===== src/rtl/siaminer_resp_tx.sv =====
`default_nettype none
// ============================================================================
//  Module   : siaminer_resp_tx
//  Purpose  : Response-side 8N1 UART transmitter for the siaminer host link.
//             Frames found-nonce and loop-ack events as 55/cmd/len/payload.
//  Revision : 1.0  initial release
// ============================================================================
module siaminer_resp_tx #(
    parameter int CLKS_PER_BIT = 868
) (
    input  logic        clk,
    input  logic        rst,
    input  logic        nonce_valid,
    input  logic [31:0] nonce,
    output logic        nonce_ready,
    input  logic        loop_valid,
    input  logic [7:0]  loop_byte,
    output logic        loop_ready,
    output logic        ser_out,
    output logic        busy,
    output logic        new_tx_data,
    output logic        tx_last_byte
);

    localparam int                 c_CNT_W    = (CLKS_PER_BIT > 1) ? $clog2(CLKS_PER_BIT) : 1;
    localparam logic [c_CNT_W-1:0] c_BIT_LAST = c_CNT_W'(CLKS_PER_BIT - 1);
    localparam logic [c_CNT_W-1:0] c_BIT_PRE  = c_CNT_W'(CLKS_PER_BIT - 2);
    localparam logic [c_CNT_W-1:0] c_CNT_ONE  = c_CNT_W'(1);

    localparam logic [7:0] c_SYNC      = 8'h55;
    localparam logic [7:0] c_CMD_NONCE = 8'h00;
    localparam logic [7:0] c_CMD_LOOP  = 8'h01;
    localparam logic [7:0] c_LEN_NONCE = 8'h04;
    localparam logic [7:0] c_LEN_LOOP  = 8'h01;
    // Final byte index of a frame is len + 2 (sync, cmd, len precede payload).
    localparam logic [2:0] c_IDX_LAST_NONCE = 3'd6;
    localparam logic [2:0] c_IDX_LAST_LOOP  = 3'd3;

    typedef enum logic [1:0] {
        S_IDLE  = 2'd0,
        S_START = 2'd1,
        S_DATA  = 2'd2,
        S_STOP  = 2'd3
    } state_t;

    state_t             r_state,      w_state_nxt;
    logic [c_CNT_W-1:0] r_bit_cnt,    w_bit_cnt_nxt;
    logic [2:0]         r_bit_idx,    w_bit_idx_nxt;
    logic [2:0]         r_byte_idx,   w_byte_idx_nxt;
    logic [7:0]         r_shift,      w_shift_nxt;
    logic               r_is_nonce,   w_is_nonce_nxt;
    logic [31:0]        r_frame_data, w_frame_data_nxt;
    logic               r_ser_out,    w_ser_out_nxt;
    logic               r_busy,       w_busy_nxt;
    logic               r_new_tx,     w_new_tx_nxt;
    logic               r_last,       w_last_nxt;
    logic               r_nonce_pend, w_nonce_pend_nxt;
    logic [31:0]        r_nonce_val,  w_nonce_val_nxt;
    logic               r_loop_pend,  w_loop_pend_nxt;
    logic [7:0]         r_loop_val,   w_loop_val_nxt;

    logic [7:0]         w_cur_byte;
    logic               w_last_byte;

    // Select the frame byte addressed by the byte index.
    always_comb begin
        w_cur_byte = r_frame_data[31:24];
        case (r_byte_idx)
            3'd0:    w_cur_byte = c_SYNC;
            3'd1:    w_cur_byte = r_is_nonce ? c_CMD_NONCE : c_CMD_LOOP;
            3'd2:    w_cur_byte = r_is_nonce ? c_LEN_NONCE : c_LEN_LOOP;
            3'd3:    w_cur_byte = r_frame_data[7:0];
            3'd4:    w_cur_byte = r_frame_data[15:8];
            3'd5:    w_cur_byte = r_frame_data[23:16];
            default: w_cur_byte = r_frame_data[31:24];
        endcase
        w_last_byte = (r_byte_idx == (r_is_nonce ? c_IDX_LAST_NONCE : c_IDX_LAST_LOOP));
    end

    // Next-state logic: slot capture, frame load and bit/byte sequencing.
    always_comb begin
        w_state_nxt      = r_state;
        w_bit_cnt_nxt    = r_bit_cnt;
        w_bit_idx_nxt    = r_bit_idx;
        w_byte_idx_nxt   = r_byte_idx;
        w_shift_nxt      = r_shift;
        w_is_nonce_nxt   = r_is_nonce;
        w_frame_data_nxt = r_frame_data;
        w_ser_out_nxt    = r_ser_out;
        w_busy_nxt       = r_busy;
        w_new_tx_nxt     = 1'b0;
        w_last_nxt       = 1'b0;
        w_nonce_pend_nxt = r_nonce_pend;
        w_nonce_val_nxt  = r_nonce_val;
        w_loop_pend_nxt  = r_loop_pend;
        w_loop_val_nxt   = r_loop_val;

        // A slot only captures while empty, so capture never collides with
        // the load-time clear below.
        if (nonce_valid && !r_nonce_pend) begin
            w_nonce_pend_nxt = 1'b1;
            w_nonce_val_nxt  = nonce;
        end
        if (loop_valid && !r_loop_pend) begin
            w_loop_pend_nxt = 1'b1;
            w_loop_val_nxt  = loop_byte;
        end

        case (r_state)
            S_IDLE: begin
                w_ser_out_nxt = 1'b1;
                w_busy_nxt    = 1'b0;
                if (r_nonce_pend || r_loop_pend) begin
                    if (r_nonce_pend) begin
                        w_nonce_pend_nxt = 1'b0;
                        w_is_nonce_nxt   = 1'b1;
                        w_frame_data_nxt = r_nonce_val;
                    end else begin
                        w_loop_pend_nxt  = 1'b0;
                        w_is_nonce_nxt   = 1'b0;
                        w_frame_data_nxt = {24'h0, r_loop_val};
                    end
                    w_state_nxt    = S_START;
                    w_ser_out_nxt  = 1'b0;
                    w_busy_nxt     = 1'b1;
                    w_bit_cnt_nxt  = '0;
                    w_bit_idx_nxt  = 3'd0;
                    w_byte_idx_nxt = 3'd0;
                end
            end
            S_START: begin
                if (r_bit_cnt == c_BIT_LAST) begin
                    w_bit_cnt_nxt = '0;
                    w_bit_idx_nxt = 3'd0;
                    w_shift_nxt   = w_cur_byte;
                    w_ser_out_nxt = w_cur_byte[0];
                    w_state_nxt   = S_DATA;
                end else begin
                    w_bit_cnt_nxt = r_bit_cnt + c_CNT_ONE;
                end
            end
            S_DATA: begin
                if (r_bit_cnt == c_BIT_LAST) begin
                    w_bit_cnt_nxt = '0;
                    if (r_bit_idx == 3'd7) begin
                        w_ser_out_nxt = 1'b1;
                        w_state_nxt   = S_STOP;
                    end else begin
                        w_bit_idx_nxt = r_bit_idx + 3'd1;
                        w_shift_nxt   = {1'b0, r_shift[7:1]};
                        w_ser_out_nxt = r_shift[1];
                    end
                end else begin
                    w_bit_cnt_nxt = r_bit_cnt + c_CNT_ONE;
                end
            end
            S_STOP: begin
                // Registered strobe lands on the stop bit's final clock.
                if (r_bit_cnt == c_BIT_PRE) begin
                    w_new_tx_nxt = 1'b1;
                    w_last_nxt   = w_last_byte;
                end
                if (r_bit_cnt == c_BIT_LAST) begin
                    w_bit_cnt_nxt = '0;
                    if (w_last_byte) begin
                        w_state_nxt = S_IDLE;
                        w_busy_nxt  = 1'b0;
                    end else begin
                        w_byte_idx_nxt = r_byte_idx + 3'd1;
                        w_ser_out_nxt  = 1'b0;
                        w_state_nxt    = S_START;
                    end
                end else begin
                    w_bit_cnt_nxt = r_bit_cnt + c_CNT_ONE;
                end
            end
            default: w_state_nxt = S_IDLE;
        endcase
    end

    // State register; reset abandons any frame and empties both slots.
    always_ff @(posedge clk) begin
        if (rst) begin
            r_state      <= S_IDLE;
            r_bit_cnt    <= '0;
            r_bit_idx    <= 3'd0;
            r_byte_idx   <= 3'd0;
            r_shift      <= 8'h00;
            r_is_nonce   <= 1'b0;
            r_frame_data <= 32'h0;
            r_ser_out    <= 1'b1;
            r_busy       <= 1'b0;
            r_new_tx     <= 1'b0;
            r_last       <= 1'b0;
            r_nonce_pend <= 1'b0;
            r_nonce_val  <= 32'h0;
            r_loop_pend  <= 1'b0;
            r_loop_val   <= 8'h00;
        end else begin
            r_state      <= w_state_nxt;
            r_bit_cnt    <= w_bit_cnt_nxt;
            r_bit_idx    <= w_bit_idx_nxt;
            r_byte_idx   <= w_byte_idx_nxt;
            r_shift      <= w_shift_nxt;
            r_is_nonce   <= w_is_nonce_nxt;
            r_frame_data <= w_frame_data_nxt;
            r_ser_out    <= w_ser_out_nxt;
            r_busy       <= w_busy_nxt;
            r_new_tx     <= w_new_tx_nxt;
            r_last       <= w_last_nxt;
            r_nonce_pend <= w_nonce_pend_nxt;
            r_nonce_val  <= w_nonce_val_nxt;
            r_loop_pend  <= w_loop_pend_nxt;
            r_loop_val   <= w_loop_val_nxt;
        end
    end

    assign nonce_ready  = !r_nonce_pend;
    assign loop_ready   = !r_loop_pend;
    assign ser_out      = r_ser_out;
    assign busy         = r_busy;
    assign new_tx_data  = r_new_tx;
    assign tx_last_byte = r_last;

endmodule
`default_nettype wire

===== config.mk =====
export PLATFORM = sky130hd
export DESIGN_NAME = siaminer_resp_tx
export DESIGN_NICKNAME = d
export VERILOG_FILES = /design/src/rtl/siaminer_resp_tx.sv
export SDC_FILE = /design/constraint.sdc
export NUM_CORES = 1
export LEC_CHECK = 0
export BUFFER_PORTS_ARGS = -buffer_cell sky130_fd_sc_hd__buf_2
export CAP_MARGIN = 20
export CORE_MARGIN = 2
export CORE_UTILIZATION = 54
export DETAILED_ROUTE_END_ITERATION = 12
export PLACE_DENSITY = 0.8
export SKIP_CTS_REPAIR_TIMING = 1
export SLEW_MARGIN = 20
export SYNTH_ARGS = -nofsm -noshare
export SYNTH_HDL_FRONTEND = slang
export SYNTH_SLANG_ARGS = --single-unit

===== constraint.sdc =====
create_clock -name clk -period 5.5 [get_ports clk]
set_clock_uncertainty 0.1 [all_clocks]
set_input_delay 1.375 -clock clk [delete_from_list [all_inputs] [get_ports clk]]
set_output_delay 1.375 -clock clk [all_outputs]
set_load 0.05 [all_outputs]

==> results.md <==
- Synth Register Bits: 104
- Vias in the first global route: 3,442
- Skew-Pair Late Insertion Delay: 0.38 ns
- Tmin final: 2.63 ns
- Final Cell Area: 0.00491 mm²
- Post-synth cell types: 57
- Crit path DAT: 1.16 ns
- R2R Path End: r_bit_idx[0]
- Routed vias/inst: 5.54
- MaxCap Viol Count: 0
- Share of async-settable or async-resettable flops after synthesis: 0%
- First-pass GRT wire length: 15,700 µm
- # IOs: 50
- Post-route ant nets: 0
- Fmax: 380 MHz
- Top_reg_cell synth: dfxtp_1
- Fin Setup TNS: 0 ns
- Pre-CTS WS: 2.51 ns
- Slew margin rel.: 32.1%
- Largest net degree at the start of global routing: 66
- Final-report hold violation count: 0
- Final Instance Count excl. Fillers: 665
- Dpl hpwl: 6510 µm
- R2R cell count: 6
- Synth Cell Area: 0.00448 mm²
- Initial antenna violation count: 0
- CP Max Fanout: 6
- Hold path startpoint: r_nonce_val[6]
- Remaining DRCs: 0
- Post-synthesis instance total: 527
- Detailed Route WL: 9390 µm
- PortBufs: 49
- EDFF count, synth: 0
- Warnings from Yosys: 0
- Starting Density: 55.1%
- Most frequent cells in the layout: nand2_1, dfxtp_1, a21oi_1
- Critical Path Start Type: register
- Reg2reg start: r_state[0]
- FF-to-FF setup slack: 2.88 ns
- Slowest CP cell: dfxtp_1
- Num rows: 33
- Period utilisation layout: 47.9%
- Max stage delay on crit path: 0.44 ns
- PwrDens: 380 mW/mm²
- DR vias: 3,684
- Ant. Diodes: 0
- Status: complete, no violations
- CTS Buf Count: 9
- GP Congestion: 0.858
- Post-DR wirelength/cell: 14.1 µm
- Utilization after layout: 60.4%
- Synth top area cells: dfxtp_1, nand2_1, a21oi_1, ha_1, nand3_1
- Setup violations, final: 0
- RSZ-0062 raised after global routing: no
- Clk sinks: 104
- Die W: 95.1 µm
- WP buf/inv: 2
- Placed Instance Area: 0.00471 mm²
- Hold_ws: 0.359 ns
- Die Ht: 95.1 µm
- Commonest non-fill, non-tap cell in the layout: nand2_1
- Critical path class: reg -> out
- DP Cell Count: 649
- Drt pass-1 iters: 4
- Area leader, netlist: dfxtp_1
- Critical path, cell by cell: inv_1 -> buf_2
- Hold depth: 2
- CP Data Required Time: 4.03 ns
- Core area: 0.00813 mm²
- Tot GR Track Use: 22.1%
- Die area: 0.00904 mm²
- CTS clock-pin slew for the worst setup and hold paths: 0.10 ns
- VDD IR max: 181 µV
- Setup crit end kind: output port
- Congestion Overflow GR: 0
- Worst-Margin Slew: 1.02 ns
- Critical path origin: r_loop_pend
- TritonCTS clock tree: built
- DRT iter0 DRCs: 172
- CTS root buf: clkbuf_8
- Register area share after synthesis: 46.5%
- CP Depth: 2
- Nets: 613
- Post-route setup slack: 2.87 ns
- Leakage power total: 1.83 nW
- Min-delay worst type: reg -> reg
- Syn-to-layout area delta: 9.63%
- Synth Net Count: 585
- H-tree depth: 3
- CTS Buffer Depth: 2
- Total power: 1.87 mW
- Syn avg cell area: 8.50 µm²
- Final Max Slew Viols: 0
- Crit path to: loop_ready
- Area share of the largest cell type after synthesis: 46.5%
- CP delay by family, top: flip-flops
- Layout cells sized above 1: 15.9%
metal layers:
| metal | wire length (µm) | track usage, % |
|---|---|---|
| met1 | 4390 | 28.1 |
| met2 | 4410 | 36.4 |
| met3 | 401 | 4.90 |
| met4 | 182 | 8.82 |
| met5 | 0 | 0 |
kinds of logic (layout without fill, tap and decap cells):
kind of cell,after synthesis,in the layout,share of synthesized area (%)
AOI/OAI and AO/OA,137,137,19.8
xor gates and xnor gates,9,9,1.76
adders and majority gates,14,14,3.91
buffers and inverters,47,80,5.08
DFF,104,104,46.5
muxes,10,10,2.29
and+or+nand+nor,206,206,20.7
Yosys cell counts, drive strengths merged (6+ instances only):
cell and n:
o21ai 13, a21oi 73, inv 11, a211oi 12, nand3 25, buf 9
mux2i 8, nand2 126, ha 14, nand4 6, dfxtp 104, nor2 27
clkbuf 26
how the worst min path moves through the flow:
stage	endpoint	slack (ns)
2_1_floorplan	r_shift[2]	0.33
3_3_place_gp	r_shift[4]	0.34
3_5_place_dp	r_loop_val[4]	0.35
4_1_cts	r_frame_data[12]	0.36
5_1_grt	r_nonce_val[18]	0.38
6_report	r_nonce_val[6]	0.36
cell type report:
type | instances | area, µm²
multi-input combinational | 376 | 2180
inverter | 12 | 47.5
clock buffer | 9 | 124
sequential | 104 | 2080
fill | 713 | 3220
timing repair buffer | 52 | 268
tap | 105 | 131
clock inverter | 7 | 78.8
worst reg2reg max path: cells and delay by family (launching register included):
kind                     cells  cell delay (ns)
flip-flops                   1             0.34
buffers and inverters        1             0.16
AO/OA/AOI/OAI                1             0.15
adder cells (fa/ha/maj)      1             0.61
multiplexers                 1             0.26
AND/OR/NAND/NOR              2             0.90
registers in the layout (all words and copies together) (netlist names):
signal	flops
r_frame_data	32
r_nonce_val	32
r_bit_cnt	10
r_loop_val	8
r_shift	7
r_bit_idx	3
r_byte_idx	3
r_state	2
busy	1
new_tx_data	1
r_is_nonce	1
r_loop_pend	1
r_nonce_pend	1
ser_out	1
tx_last_byte	1
power by group:
| group | switching (mW) | internal, mW | leakage (nW) |
|---|---|---|---|
| combinational | 0.341 | 0.170 | 0.886 |
| clock | 0.268 | 0.214 | 0.0925 |
| sequential | 0.0512 | 0.821 | 0.848 |
| total | 0.660 | 1.20 | 1.83 |
(Power assumes the default switching activity.)
